`src/rtl/gf_inv_seq.sv`:
```
// Sequential GF(2^8) inverse: a^254 by seven square-and-multiply steps, one
// operand in flight, fixed 7-cycle compute latency, result held until taken.

module gf_mul #(
  parameter logic [7:0] POLY = 8'h1B
) (
  input  logic [7:0] a_i,
  input  logic [7:0] b_i,
  output logic [7:0] p_o
);

  logic [7:0] shifted;

  // Walk the bits of b, keeping a*x^i reduced so nothing exceeds 8 bits.
  always_comb begin
    p_o     = 8'h00;
    shifted = a_i;
    for (int i = 0; i < 8; i++) begin
      if (b_i[i]) p_o = p_o ^ shifted;
      shifted = {shifted[6:0], 1'b0} ^ (shifted[7] ? POLY : 8'h00);
    end
  end

endmodule

module gf_inv_seq #(
  parameter logic [7:0] POLY = 8'h1B
) (
  input  logic       clk,
  input  logic       rst,
  input  logic       in_valid,
  output logic       in_ready,
  input  logic [7:0] in_data,
  output logic       out_valid,
  input  logic       out_ready,
  output logic [7:0] out_data
);

  typedef enum logic [1:0] {IDLE, BUSY, DONE} state_t;

  state_t     state_q, state_d;
  logic [7:0] sq_q, sq_d;
  logic [7:0] acc_q, acc_d;
  logic [2:0] cnt_q, cnt_d;
  logic [7:0] out_q, out_d;
  logic [7:0] sq_sq;
  logic [7:0] acc_s;

  gf_mul #(.POLY(POLY)) u_square (.a_i(sq_q), .b_i(sq_q),  .p_o(sq_sq));
  gf_mul #(.POLY(POLY)) u_accum  (.a_i(acc_q), .b_i(sq_sq), .p_o(acc_s));

  always_ff @(posedge clk or posedge rst) begin
    if (rst) begin
      state_q <= IDLE;
      sq_q    <= 8'h00;
      acc_q   <= 8'h01;
      cnt_q   <= 3'd0;
      out_q   <= 8'h00;
    end else begin
      state_q <= state_d;
      sq_q    <= sq_d;
      acc_q   <= acc_d;
      cnt_q   <= cnt_d;
      out_q   <= out_d;
    end
  end

  // Step k squares to a^(2^k) and folds it into acc; after 7 steps
  // acc = a^(2+4+...+128) = a^254.
  always_comb begin
    state_d = state_q;
    sq_d    = sq_q;
    acc_d   = acc_q;
    cnt_d   = cnt_q;
    out_d   = out_q;
    case (state_q)
      IDLE: begin
        if (in_valid) begin
          sq_d    = in_data;
          acc_d   = 8'h01;
          cnt_d   = 3'd0;
          state_d = BUSY;
        end
      end
      BUSY: begin
        sq_d  = sq_sq;
        acc_d = acc_s;
        cnt_d = cnt_q + 3'd1;
        if (cnt_q == 3'd6) begin
          out_d   = acc_s;
          cnt_d   = 3'd0;
          state_d = DONE;
        end
      end
      DONE: begin
        if (out_ready) state_d = IDLE;
      end
      default: state_d = IDLE;
    endcase
  end

  assign in_ready  = (state_q == IDLE);
  assign out_valid = (state_q == DONE);
  assign out_data  = out_q;

endmodule

```
`config.mk`:
```
export PLATFORM = sky130hd
export DESIGN_NAME = gf_inv_seq
export DESIGN_NICKNAME = d
export VERILOG_FILES = /design/src/rtl/gf_inv_seq.sv
export SDC_FILE = /design/constraint.sdc
export NUM_CORES = 1
export LEC_CHECK = 0
export CORE_AREA = 4 4 90 92
export DETAILED_ROUTE_END_ITERATION = 10
export DIE_AREA = 0 0 94 96
export PLACE_DENSITY = 0.67
export SKIP_CTS_REPAIR_TIMING = 1
export SYNTH_ARGS = -nofsm -noshare
export SYNTH_HDL_FRONTEND = slang
export SYNTH_SLANG_ARGS = --single-unit
export TNS_END_PERCENT = 5
```
`constraint.sdc`:
```
create_clock -name clk -period 3.1 [get_ports clk]
set_input_delay 0.31 -clock clk [delete_from_list [all_inputs] [get_ports clk]]
set_output_delay 0.31 -clock clk [all_outputs]
set_load 0.05 [all_outputs]
```
==> key figures <==
Layout
  • N_diodes: 0
  • Fill cells: 712
  • Layout overhead on the synthesized area: 19.4%
  • Most frequent cells in the layout: 58 x xnor2_1, 46 x nand2_1, 32 x nor2_1
  • Layout cell share with drive strength beyond 1: 13.3%
  • Most common library cell in the layout ignoring fill and taps: xnor2_1
  • Nets: 404

Detailed routing
  • DRC errors left: 0
  • Post-route ant nets: 0
  • DRT iter0 DRCs: 122
  • Vias/cell: 5.25
  • DR WL/cell: 15.2 um
  • Total wire length after detailed routing: 7480 um
  • Initial DRT Pass Iterations: 4
  • Vias: 2577

Die
  • # IOs: 22
  • Die area: 9020 sq um
  • Die span in x: 94 um
  • CORE AREA: 7210 sq um
  • Starting Density: 41.5%
  • # rows: 31
  • Die Ht: 96 um

Placement
  • Global placement routability congestion: 0.881
  • Port bufs: 21
  • Final HPWL DP: 5640 um

Global routing
  • Met1 Usage GRT: 23.4%
  • Gr ovfl total: 0
  • Gr usage total: 17.8%
  • Busiest grt layer: met2
  • Global-route wire length before repair: 12700 um
  • Vias in the first global route: 2688
  • Initial antenna violation count: 0
  • Largest net degree at the start of global routing: 30
  • Met2 Use GR: 29.6%
  • Grt met3 use: 1.95%

Synth
  • Flops & latches, synth: 29
  • Post-synth EDFFs: 0
  • Post-Synthesis Cells: 362
  • Sequential area share after synthesis: 24.3%
  • Net Count, Synth: 375
  • Average size of a mapped cell: 8.27 sq um
  • Post-Syn Area: 3000 sq um
  • Top_reg_cell synth: dfrtp_1
  • Post-synth cell types: 48
  • Post-synth ARST share: 100%
  • Synthesis warning total: 0

Critical path
  • Reg-to-reg endpoint: out_data[0]$_DFFE_PP0P_
  • CP startpoint kind: register
  • Critical Path Sink Type: register
  • Worst setup path class: reg2reg
  • CP max FO: 15
  • FF-to-FF Start: sq_q[7]$_DFFE_PP0P_
  • WP data required: 3.26 ns
  • Worst r2r path cells: 10
  • R2R setup slack: 0.15 ns
  • Crit path arrival time: 3.11 ns

Clock tree
  • Clk_lat worst skew: 0.28 ns
  • H-tree Lvls: 2
  • CTS sink cnt: 29
  • Root Buffer: clkbuf_8
  • CTS clk-pin slew, worst paths: 0.06 ns
  • CTS tree: built
  • Clock Path Buffers: 2
  • CTS buffer count: 5

STA
  • Number of setup violations in the final report: 0
  • RSZ-0062 raised after global routing: no
  • Tcrit/Tclk final: 95.2%
  • Period minus WS final: 2.95 ns
  • Slew margin rel.: 56.3%
  • Max Freq: 339 MHz
  • Clock skew: 0.00332 ns
  • Hold violation count in the final report: 0
  • Fin. max-slew vios: 0
  • Worst-Margin Slew: 0.652 ns
  • Final TNS setup: 0 ns

Min path
  • Worst Hold Class: in2async

Run status
  • Status: completed

Run
  • Max Cap Violations: 0
cell usage after synthesis, types with 2 or more instances:
cell type / number / area [sq um]
xnor2_1: 61 / 534
o22a_1: 4 / 35.0
a211o_1: 2 / 17.5
a21oi_1: 24 / 120
nor2b_1: 13 / 81.3
nand3_1: 4 / 20.0
xnor3_1: 5 / 113
inv_1: 7 / 26.3
or3_1: 2 / 12.5
clkbuf_1: 10 / 37.5
a22o_1: 4 / 35.0
nand4_1: 4 / 25.0
o21ai_0: 10 / 50.1
nor3b_1: 4 / 30.0
buf_4: 2 / 15.0
a21o_1: 2 / 15.0
xor3_1: 3 / 71.3
nor3_1: 4 / 20.0
mux2i_1: 5 / 50.1
a22oi_1: 3 / 22.5
nand2b_1: 11 / 68.8
and3b_1: 4 / 35.0
dfrtp_1: 28 / 701
o22ai_1: 5 / 31.3
or2_2: 2 / 12.5
a211oi_1: 3 / 22.5
buf_2: 13 / 65.1
xor2_1: 26 / 228
mux2_2: 2 / 22.5
nor2_1: 32 / 120
nand2_1: 46 / 173
critical path, cell delays in order, from the launching register on:
cell	delay, ns
dfrtp_1	0.41
buf_4	0.21
xor3_1	0.41
nand2b_4	0.19
xor2_4	0.15
or3_1	0.36
a21boi_1	0.13
a21oi_1	0.07
xnor2_1	0.16
xnor3_2	0.47
mux2_4	0.27
metrics by stage:
stage	worst slack, ns	hold slack [ns]	instances	area [sq um]	utilization [%]
global placement	0.120	0.492	483	3420	47.5
CTS	0.0743	0.410	491	3520	48.9
detailed placement	0.114	0.490	483	3420	47.5
floorplan	0.209	0.387	362	3000	-
global route	0.0144	0.465	491	3580	49.6
finish	0.150	0.401	491	3580	49.6
cells by family after synthesis:
logic type | Yosys count | synth area share [%]
fa+ha+maj | 1 | 0.418
compound gates | 65 | 13.7
xor+xnor | 96 | 32.5
flops | 29 | 24.3
mux | 8 | 2.92
buf+inv | 33 | 4.93
simple gates | 130 | 21.3
registers in the layout, indices dropped and copies added, names as in the netlist:
signal    count
state_q       2
out_data      8
acc_q         8
cnt_q         3
sq_q          8
routing by layer:
metal | wire length (um) | part of all wire [%]
met5 | 0 | 0
met4 | 247 | 3.3
met3 | 311 | 4.2
met2 | 3520 | 47
met1 | 3400 | 45
layout make-up:
class | instances | area [sq um] | area share [%]
sequential | 29 | 727 | 20.3
clock inverter | 1 | 5.00 | 0.140
timing repair buffer | 48 | 425 | 11.9
inverter | 7 | 26.3 | 0.735
clock buffer | 7 | 96.3 | 2.69
multi-input combinational | 300 | 2170 | 60.7
tap | 99 | 124 | 3.46
how the worst max path moves through the flow:
| stage | cells past startpoint | startpoint | slack, ns | endpoint |
|---|---|---|---|---|
| 3_3_place_gp | 11 | sq_q[0]$_DFFE_PP0P_ | 0.12 | out_data[0]$_DFFE_PP0P_ |
| 3_5_place_dp | 11 | sq_q[0]$_DFFE_PP0P_ | 0.11 | out_data[0]$_DFFE_PP0P_ |
| 5_1_grt | 10 | sq_q[7]$_DFFE_PP0P_ | 0.01 | out_data[0]$_DFFE_PP0P_ |
| 4_1_cts | 11 | sq_q[0]$_DFFE_PP0P_ | 0.07 | out_data[1]$_DFFE_PP0P_ |
| 6_report | 10 | sq_q[7]$_DFFE_PP0P_ | 0.15 | out_data[0]$_DFFE_PP0P_ |
| 2_1_floorplan | 12 | sq_q[0]$_DFFE_PP0P_ | 0.21 | out_data[0]$_DFFE_PP0P_ |
Power is not shown: default switching activity piles up to over one toggle a cycle in this logic, so the estimate is an artifact.
